File: config.mk
export PLATFORM = sky130hd
export DESIGN_NAME = fpmul_ieee_seq
export DESIGN_NICKNAME = d
export VERILOG_FILES = /design/src/rtl/fpmul_ieee_seq.sv
export SDC_FILE = /design/constraint.sdc
export NUM_CORES = 1
export LEC_CHECK = 0
export BUFFER_PORTS_ARGS = -buffer_cell sky130_fd_sc_hd__buf_2
export CAP_MARGIN = 0
export CORE_AREA = 4 4 168 170
export DETAILED_ROUTE_END_ITERATION = 6
export DIE_AREA = 0 0 172 174
export PLACE_DENSITY_LB_ADDON = 0.15
export SYNTH_ARGS = -nofsm -noshare
export SYNTH_HDL_FRONTEND = slang
export SYNTH_SLANG_ARGS = --single-unit
File: constraint.sdc
create_clock -name Clk -period 4.9 [get_ports Clk]
set_input_delay 0.98 -clock Clk [delete_from_list [all_inputs] [get_ports Clk]]
set_output_delay 0.98 -clock Clk [all_outputs]
set_load 0.01 [all_outputs]
File: src/rtl/fpmul_ieee_seq.sv
`timescale 1ns/1ps
// fpmul_ieee_seq: parametrised IEEE-754 multiplier with a shift-add significand
// datapath (one bit per cycle), RNE rounding, FTZ inputs and no subnormal outputs.
module fpmul_ieee_seq #(
    parameter int EXP_W = 8,
    parameter int MAN_W = 23
) (
    input  logic                   Clk,
    input  logic                   Rst_n,
    input  logic                   St,
    input  logic [EXP_W+MAN_W:0]   FPmplier,
    input  logic [EXP_W+MAN_W:0]   FPmcand,
    output logic                   Busy,
    output logic                   Done,
    output logic                   Ovf,
    output logic                   Unf,
    output logic                   Inv,
    output logic [EXP_W+MAN_W:0]   FPproduct
);
    localparam int W  = 1 + EXP_W + MAN_W;
    localparam int SW = MAN_W + 1;
    localparam int PW = 2 * SW;
    localparam int EW = EXP_W + 2;
    localparam int CW = $clog2(MAN_W + 1);

    localparam logic [EXP_W-1:0]     EMAX     = '1;
    localparam logic signed [EW-1:0] BIAS_E   = EW'((1 << (EXP_W - 1)) - 1);
    localparam logic signed [EW-1:0] EMAX_E   = EW'((1 << EXP_W) - 1);
    localparam logic signed [EW-1:0] ZERO_E   = '0;
    localparam logic [CW-1:0]        CNT_LAST = CW'(MAN_W);

    typedef enum logic [2:0] {IDLE, UNPACK, MULT, ROUND, OUT} state_t;

    state_t               state_q;
    logic [W-1:0]         opa_q, opb_q, prod_q;
    logic [SW-1:0]        mb_q;
    logic [PW-1:0]        acc_q;
    logic [CW-1:0]        cnt_q;
    logic signed [EW-1:0] e_q;
    logic                 sign_q, nan_q, inf_q, zero_q;
    logic                 busy_q, done_q, ovf_q, unf_q, inv_q;

    logic [EXP_W-1:0]     ea, eb;
    logic [MAN_W-1:0]     fa, fb;
    logic                 za, zb, ia, ib, na, nb;
    logic signed [EW-1:0] e_d;
    logic [SW:0]          sum;

    assign ea = opa_q[W-2 -: EXP_W];
    assign eb = opb_q[W-2 -: EXP_W];
    assign fa = opa_q[MAN_W-1:0];
    assign fb = opb_q[MAN_W-1:0];
    assign za = (ea == '0);
    assign zb = (eb == '0);
    assign ia = (ea == EMAX) && (fa == '0);
    assign ib = (eb == EMAX) && (fb == '0);
    assign na = (ea == EMAX) && (fa != '0);
    assign nb = (eb == EMAX) && (fb != '0);
    assign e_d = EW'(ea) + EW'(eb) - BIAS_E;

    // acc = {partial sum, remaining multiplier bits}; shifts right each step
    assign sum = {1'b0, acc_q[PW-1:SW]} + (acc_q[0] ? {1'b0, mb_q} : '0);

    logic                 norm, guard, sticky, rnd, carry;
    logic [MAN_W-1:0]     frac_t, frac_r;
    logic signed [EW-1:0] e_r;
    logic [W-1:0]         res_d;
    logic                 ovf_d, unf_d, inv_d;

    always_comb begin
        norm   = acc_q[PW-1];
        frac_t = norm ? acc_q[PW-2 -: MAN_W] : acc_q[PW-3 -: MAN_W];
        guard  = norm ? acc_q[MAN_W] : acc_q[MAN_W-1];
        sticky = norm ? |acc_q[MAN_W-1:0] : |acc_q[MAN_W-2:0];
        rnd    = guard & (sticky | frac_t[0]);
        {carry, frac_r} = {1'b0, frac_t} + {{MAN_W{1'b0}}, rnd};
        e_r    = e_q + EW'(norm) + EW'(carry);
        res_d  = {sign_q, {(W-1){1'b0}}};
        ovf_d  = 1'b0;
        unf_d  = 1'b0;
        inv_d  = 1'b0;
        if (nan_q) begin
            res_d = {1'b0, EMAX, 1'b1, {(MAN_W-1){1'b0}}};
            inv_d = 1'b1;
        end else if (inf_q) begin
            res_d = {sign_q, EMAX, {MAN_W{1'b0}}};
        end else if (zero_q) begin
            res_d = {sign_q, {(W-1){1'b0}}};
        end else if (e_r >= EMAX_E) begin
            res_d = {sign_q, EMAX, {MAN_W{1'b0}}};
            ovf_d = 1'b1;
        end else if (e_r <= ZERO_E) begin
            unf_d = 1'b1;
        end else begin
            res_d = {sign_q, e_r[EXP_W-1:0], frac_r};
        end
    end

    always_ff @(posedge Clk or negedge Rst_n) begin
        if (!Rst_n) begin
            state_q <= IDLE;
            opa_q   <= '0;
            opb_q   <= '0;
            prod_q  <= '0;
            mb_q    <= '0;
            acc_q   <= '0;
            cnt_q   <= '0;
            e_q     <= '0;
            sign_q  <= 1'b0;
            nan_q   <= 1'b0;
            inf_q   <= 1'b0;
            zero_q  <= 1'b0;
            busy_q  <= 1'b0;
            done_q  <= 1'b0;
            ovf_q   <= 1'b0;
            unf_q   <= 1'b0;
            inv_q   <= 1'b0;
        end else begin
            unique case (state_q)
                IDLE: begin
                    if (St) begin
                        opa_q   <= FPmplier;
                        opb_q   <= FPmcand;
                        busy_q  <= 1'b1;
                        state_q <= UNPACK;
                    end
                end
                UNPACK: begin
                    sign_q  <= opa_q[W-1] ^ opb_q[W-1];
                    nan_q   <= na | nb | (ia & zb) | (za & ib);
                    inf_q   <= ia | ib;
                    zero_q  <= za | zb;
                    mb_q    <= {1'b1, fb};
                    acc_q   <= {{SW{1'b0}}, 1'b1, fa};
                    e_q     <= e_d;
                    cnt_q   <= '0;
                    state_q <= MULT;
                end
                MULT: begin
                    acc_q <= {sum, acc_q[SW-1:1]};
                    cnt_q <= cnt_q + CW'(1);
                    if (cnt_q == CNT_LAST) state_q <= ROUND;
                end
                ROUND: begin
                    prod_q  <= res_d;
                    ovf_q   <= ovf_d;
                    unf_q   <= unf_d;
                    inv_q   <= inv_d;
                    done_q  <= 1'b1;
                    busy_q  <= 1'b0;
                    state_q <= OUT;
                end
                OUT: begin
                    done_q  <= 1'b0;
                    ovf_q   <= 1'b0;
                    unf_q   <= 1'b0;
                    inv_q   <= 1'b0;
                    state_q <= IDLE;
                end
                default: state_q <= IDLE;
            endcase
        end
    end

    assign Busy      = busy_q;
    assign Done      = done_q;
    assign Ovf       = ovf_q;
    assign Unf       = unf_q;
    assign Inv       = inv_q;
    assign FPproduct = prod_q;
endmodule

# After elaboration in Yosys (flattened, before gate mapping)
# Index checks and enable logic that the tools add are counted.
# classes
n_reduce_logical,19
add_sub_neg,7
magnitude_cmp,2
n_eq_ne,9
n_bitwise,10
n_mux,30
# ops
cell,count
$mux W31,4
$pmux W48 S2,1
$logic_not A23 Y1,2
$reduce_bool A23 Y1,2
$mux W32,1
$add A24 B24 Y25,1
$add A23 B1 Y24,1
$mux W24,1
$mux W23,1
$reduce_or A23 Y1,1
$reduce_or A22 Y1,1
$add A10 B1 Y10,2
$eq A8 B8 Y1 const B,2
$logic_not A8 Y1,2
$mux W1,13
$pmux W3 S4,1
$ge A10 B9 Y1 const B,1
$le A10 B1 Y1 const B,1
$pmux W1 S2,5
$pmux W5 S2,1
$sub A9 B7 Y10 const B,1
$add A8 B8 Y9,1
$eq A3 B2 Y1 const B,2
$mux W3,2
12 further kinds,27
# word_totals
inputBits,67
regBits,195
output_inout_bits,37

# Longest topological paths before layout
# depth
word_depth,13
ltp_mapped,18

# Worst setup path after synthesis
# Ideal clock, no wire load.
# synth_timing
path_type,register to register
from,register acc_q[28]
to,register prod_q[1] (netlist: FPproduct[1])
required_time_ns,4.779
setup_ns,0.121
stages_incl_launch_ff,17
slack_ns,1.046
n_path_buf,3
t_arrival_ns,3.733
cell_sequence,dfrtp_1 > clkbuf_1 > mux2_2 > and4_1 > clkbuf_1 > nand4_1 > or3_1 > fa_1 > inv_1 > ha_1 > xnor2_1 > or4_4 > o41ai_4 > nor2b_2 > and2_4 > buf_6 > a22o_1
# synth_via
elab_chain_len,9
elab_cells_between_ends,10
cone_classes,add/sub: 2; order compare: 2; mux: 6
# synth_lines
item,line_no,text
start: declaration,37,logic [PW-1:0] acc_q;
start signal: assignment,134,"acc_q <= {{SW{1'b0}}, 1'b1, fa};"
start signal: assignment,140,"acc_q <= {sum, acc_q[SW-1:1]};"
$mux W23 *,72,frac_t = norm ? acc_q[PW-2 -: MAN_W] : acc_q[PW-3 -: MAN_W];
$add A23 B1 Y24 *,76,"{carry, frac_r} = {1'b0, frac_t} + {{MAN_W{1'b0}}, rnd};"
$add A10 B1 Y10 *,77,e_r = e_q + EW'(norm) + EW'(carry);
$le A10 B1 Y1,92,end else if (e_r <= ZERO_E) begin
$mux W31,92,
$mux W31 *,89,end else if (e_r >= EMAX_E) begin
$mux W31 *,87,end else if (zero_q) begin
$mux W31 *,85,end else if (inf_q) begin
$mux W32 *,82,if (nan_q) begin
end signal: assignment,145,prod_q <= res_d;
end: declaration,35,"logic [W-1:0] opa_q, opb_q, prod_q;"
# Every way passes the cells marked *; elsewhere a longest branch is shown, timed or not.
# A chain may end at the register's enable or synchronous reset.

# Worst setup path after layout
# layout_timing
from,register acc_q[47]
to,register prod_q[7] (netlist: FPproduct[7])
# layout_via
elab_chain_len,11
elab_cells_between_ends,15
cone_classes,add/sub: 3; order compare: 2; mux: 8; bitwise: 2
# layout_lines
item,line_no,text
$mux W1 / $mux W23 (equally long branches),"74, 72",
$or A1 B1 Y1,75,rnd = guard & (sticky | frac_t[0]);
$and A1 B1 Y1,75,
$add A23 B1 Y24,76,
$add A10 B1 Y10,77,
$le A10 B1 Y1,92,
$mux W31,92,
$mux W31 *,89,
$mux W31 *,87,
$mux W31 *,85,
$mux W32 *,82,
# Marked as above.

==> metrics.txt <==
outcome=finished, final reports clean; Remaining DRCs=0; final hold slack=468.1 ps; critical path launch point type=register; synthesized instance count=1069; Iter 0 DRT Violations=379; Die W=172 um; worst hold path type=reg2reg; unrepaired setup endpoints after global routing=no; layout cells sized above 1=0.1869; Final HPWL DP=18.28 mm; Final Skew=14.09 ps; area of the mapped netlist=10520 um2; count of final setup violators=0; critical path data arrival time=4780 ps; GRT overflow=0; Clock Path Buffers=2; Finished Cell Area=11860 um2; Util after Layout=0.4438; Post-synth ARST share=1.000; top post-synthesis cells by area=dfrtp_1 (46%), mux2_2 (7.0%), nand2_1 (7.0%); Primary FF master, synth=dfrtp_1; WL/cell=16.87 um; static leakage=5.424 nW; vias per inst=5.317; remaining antenna violation count=0; io pins=104; antenna cells=0; GRT Util Overall=0.1725; crit share post-route=0.9115; fmax=223.9 MHz; Clock Latency Late Sink=430 ps; register area share after synthesis=0.4638; Yosys top cell area share=0.4638; H-tree depth=4; std cell rows=60; Pre-antenna DRT Iters=5; dominant cell type by area after synthesis=dfrtp_1; Post-Syn Nets=1181; initial antenna violation count=0; CTS Buf Count=17; critical path type=reg2reg; worst slew pin tran=1069 ps; first-pass GRT wire length=41.98 mm; setup_tns=0 ps; post-CTS setup buffers=0; Post-CTS Resized=0; GP Congestion=0.8814; Slew headroom=0.2854; vias in the first global route=7673; nets=1255; Final min period=4466 ps; CTS root buf=clkbuf_16; yosys warns=0; CP Data Required Time=5220 ps; clk sink count=195; most frequent cells in the layout=dfrtp_1 (195), nand2_1 (195), buf_2 (102); syn_area_per_cell=9.841 um2; Max Cap Viol=0; CP endpoint kind=register; Vias=7960; hold_buf cts=0; die footprint=29930 um2; Initial Utilization=0.3936; largest net degree at the start of global routing=103; IO Port Bufs=103; Final Hold Vio Count=0; Post-synth EDFFs=0; synthesis-stage register bit count=195; CTS clk-pin slew, worst paths=70 ps; synth unique cells=62; DRT Wirelength=25.25 mm; Slew Viols, Final=0; PwrDens=612.8 nW/um2; Die Height=174 um; placed cell area=11320 um2; Syn-to-layout area delta=12.75%; crit path max fanout=22; Filler cells=2648; Core Area=26730 um2; Max IR drop VDD=0.2626 mV; CTS tree=done
==> cell families (layout without fill, tap and decap cells) <==
logic type	Yosys count	after routing	synth area share
AOI/OAI and AO/OA	214	214	0.1342
xor gates and xnor gates	65	65	0.05483
adders and majority gates	45	45	0.05566
buffers and inverters	77	164	0.03021
DFF	195	195	0.4638
muxes	78	78	0.08195
and+or+nand+nor	395	395	0.1794
==> power breakdown <==
part	internal [mW]	leakage [nW]	switching [mW]
Sequential	2.30	2.41	0.728
Combinational	1.34	2.76	1.57
Clock	0.707	0.252	0.627
Total	4.34	5.42	2.92
==> cells in the mapped netlist (all sizes together), types with 19 or more instances <==
cell    count
a21oi      40
a22o       25
a22oi      21
and2       30
clkbuf     47
dfrtp     195
ha         42
inv        21
mux2       65
nand2     195
nand3      22
nand4      19
nor2       49
o21ai      66
xnor2      31
xor2       34
==> flip-flops by register name, indices dropped and copies added (netlist names), 3 cells and up <==
| signal | cells |
|---|---|
| mb_q | 24 |
| cnt_q | 5 |
| state_q | 3 |
| e_q | 10 |
| opa_q | 32 |
| opb_q | 32 |
| FPproduct | 32 |
| acc_q | 48 |
==> worst paths after layout <==
check / startpoint / to / slack [ps] / cells past startpoint
setup / recovery: acc_q[47] / FPproduct[7] / 430 / 14
hold / removal: FPproduct[31] / FPproduct[31] / 470 / 2
setup reg to reg: acc_q[47] / FPproduct[7] / 430 / 14
hold reg to reg: FPproduct[31] / FPproduct[31] / 470 / 2
max in group asynchronous: Rst_n / acc_q[6] / 3290 / 2
min in group asynchronous: Rst_n / FPproduct[24] / 620 / 1
==> worst max-delay path, stage by stage, from the launching register on <==
cell and delay, ps:
dfrtp_1 740, buf_4 300, mux2i_1 90, nor2_1 210, nand4_1 290, or3_1 480
fa_1 420, inv_1 70, ha_1 250, xnor2_1 110, or4_4 510, o41ai_4 300
nor2b_2 90, and2_4 230, a32o_1 240
==> metrics by stage <==
stage | setup slack [ps] | total power, mW | cells
global route | 133.6 | 7.897 | 1497
finish | 433.6 | 7.268 | 1497
floorplan | 1046 | 5.090 | 1069
CTS | 404.0 | 7.350 | 1497
detailed placement | 434.6 | 5.995 | 1465
global placement | 517.7 | 5.953 | 1465
==> layer usage <==
layer / routed length [um] / up-vias / global-route usage
li1: - / 3936 / -
met1: 13230 / 3866 / 0.2661
met2: 10920 / 141 / 0.2578
met3: 848 / 17 / 0.02456
met4: 244 / 0 / 0.03669
met5: 0 / - / 0
==> layout make-up <==
type,instances,area (um2),area share
flip-flops and latches,195,4880,0.4114
clock inverters,10,100.1,0.008439
clock buffers,22,444.2,0.03745
repair buffers,111,596.8,0.05032
multi-input cells,797,5335,0.4498
inverters,21,78.83,0.006646
well taps,341,426.7,0.03597
Power figures use the tool's default switching activity.
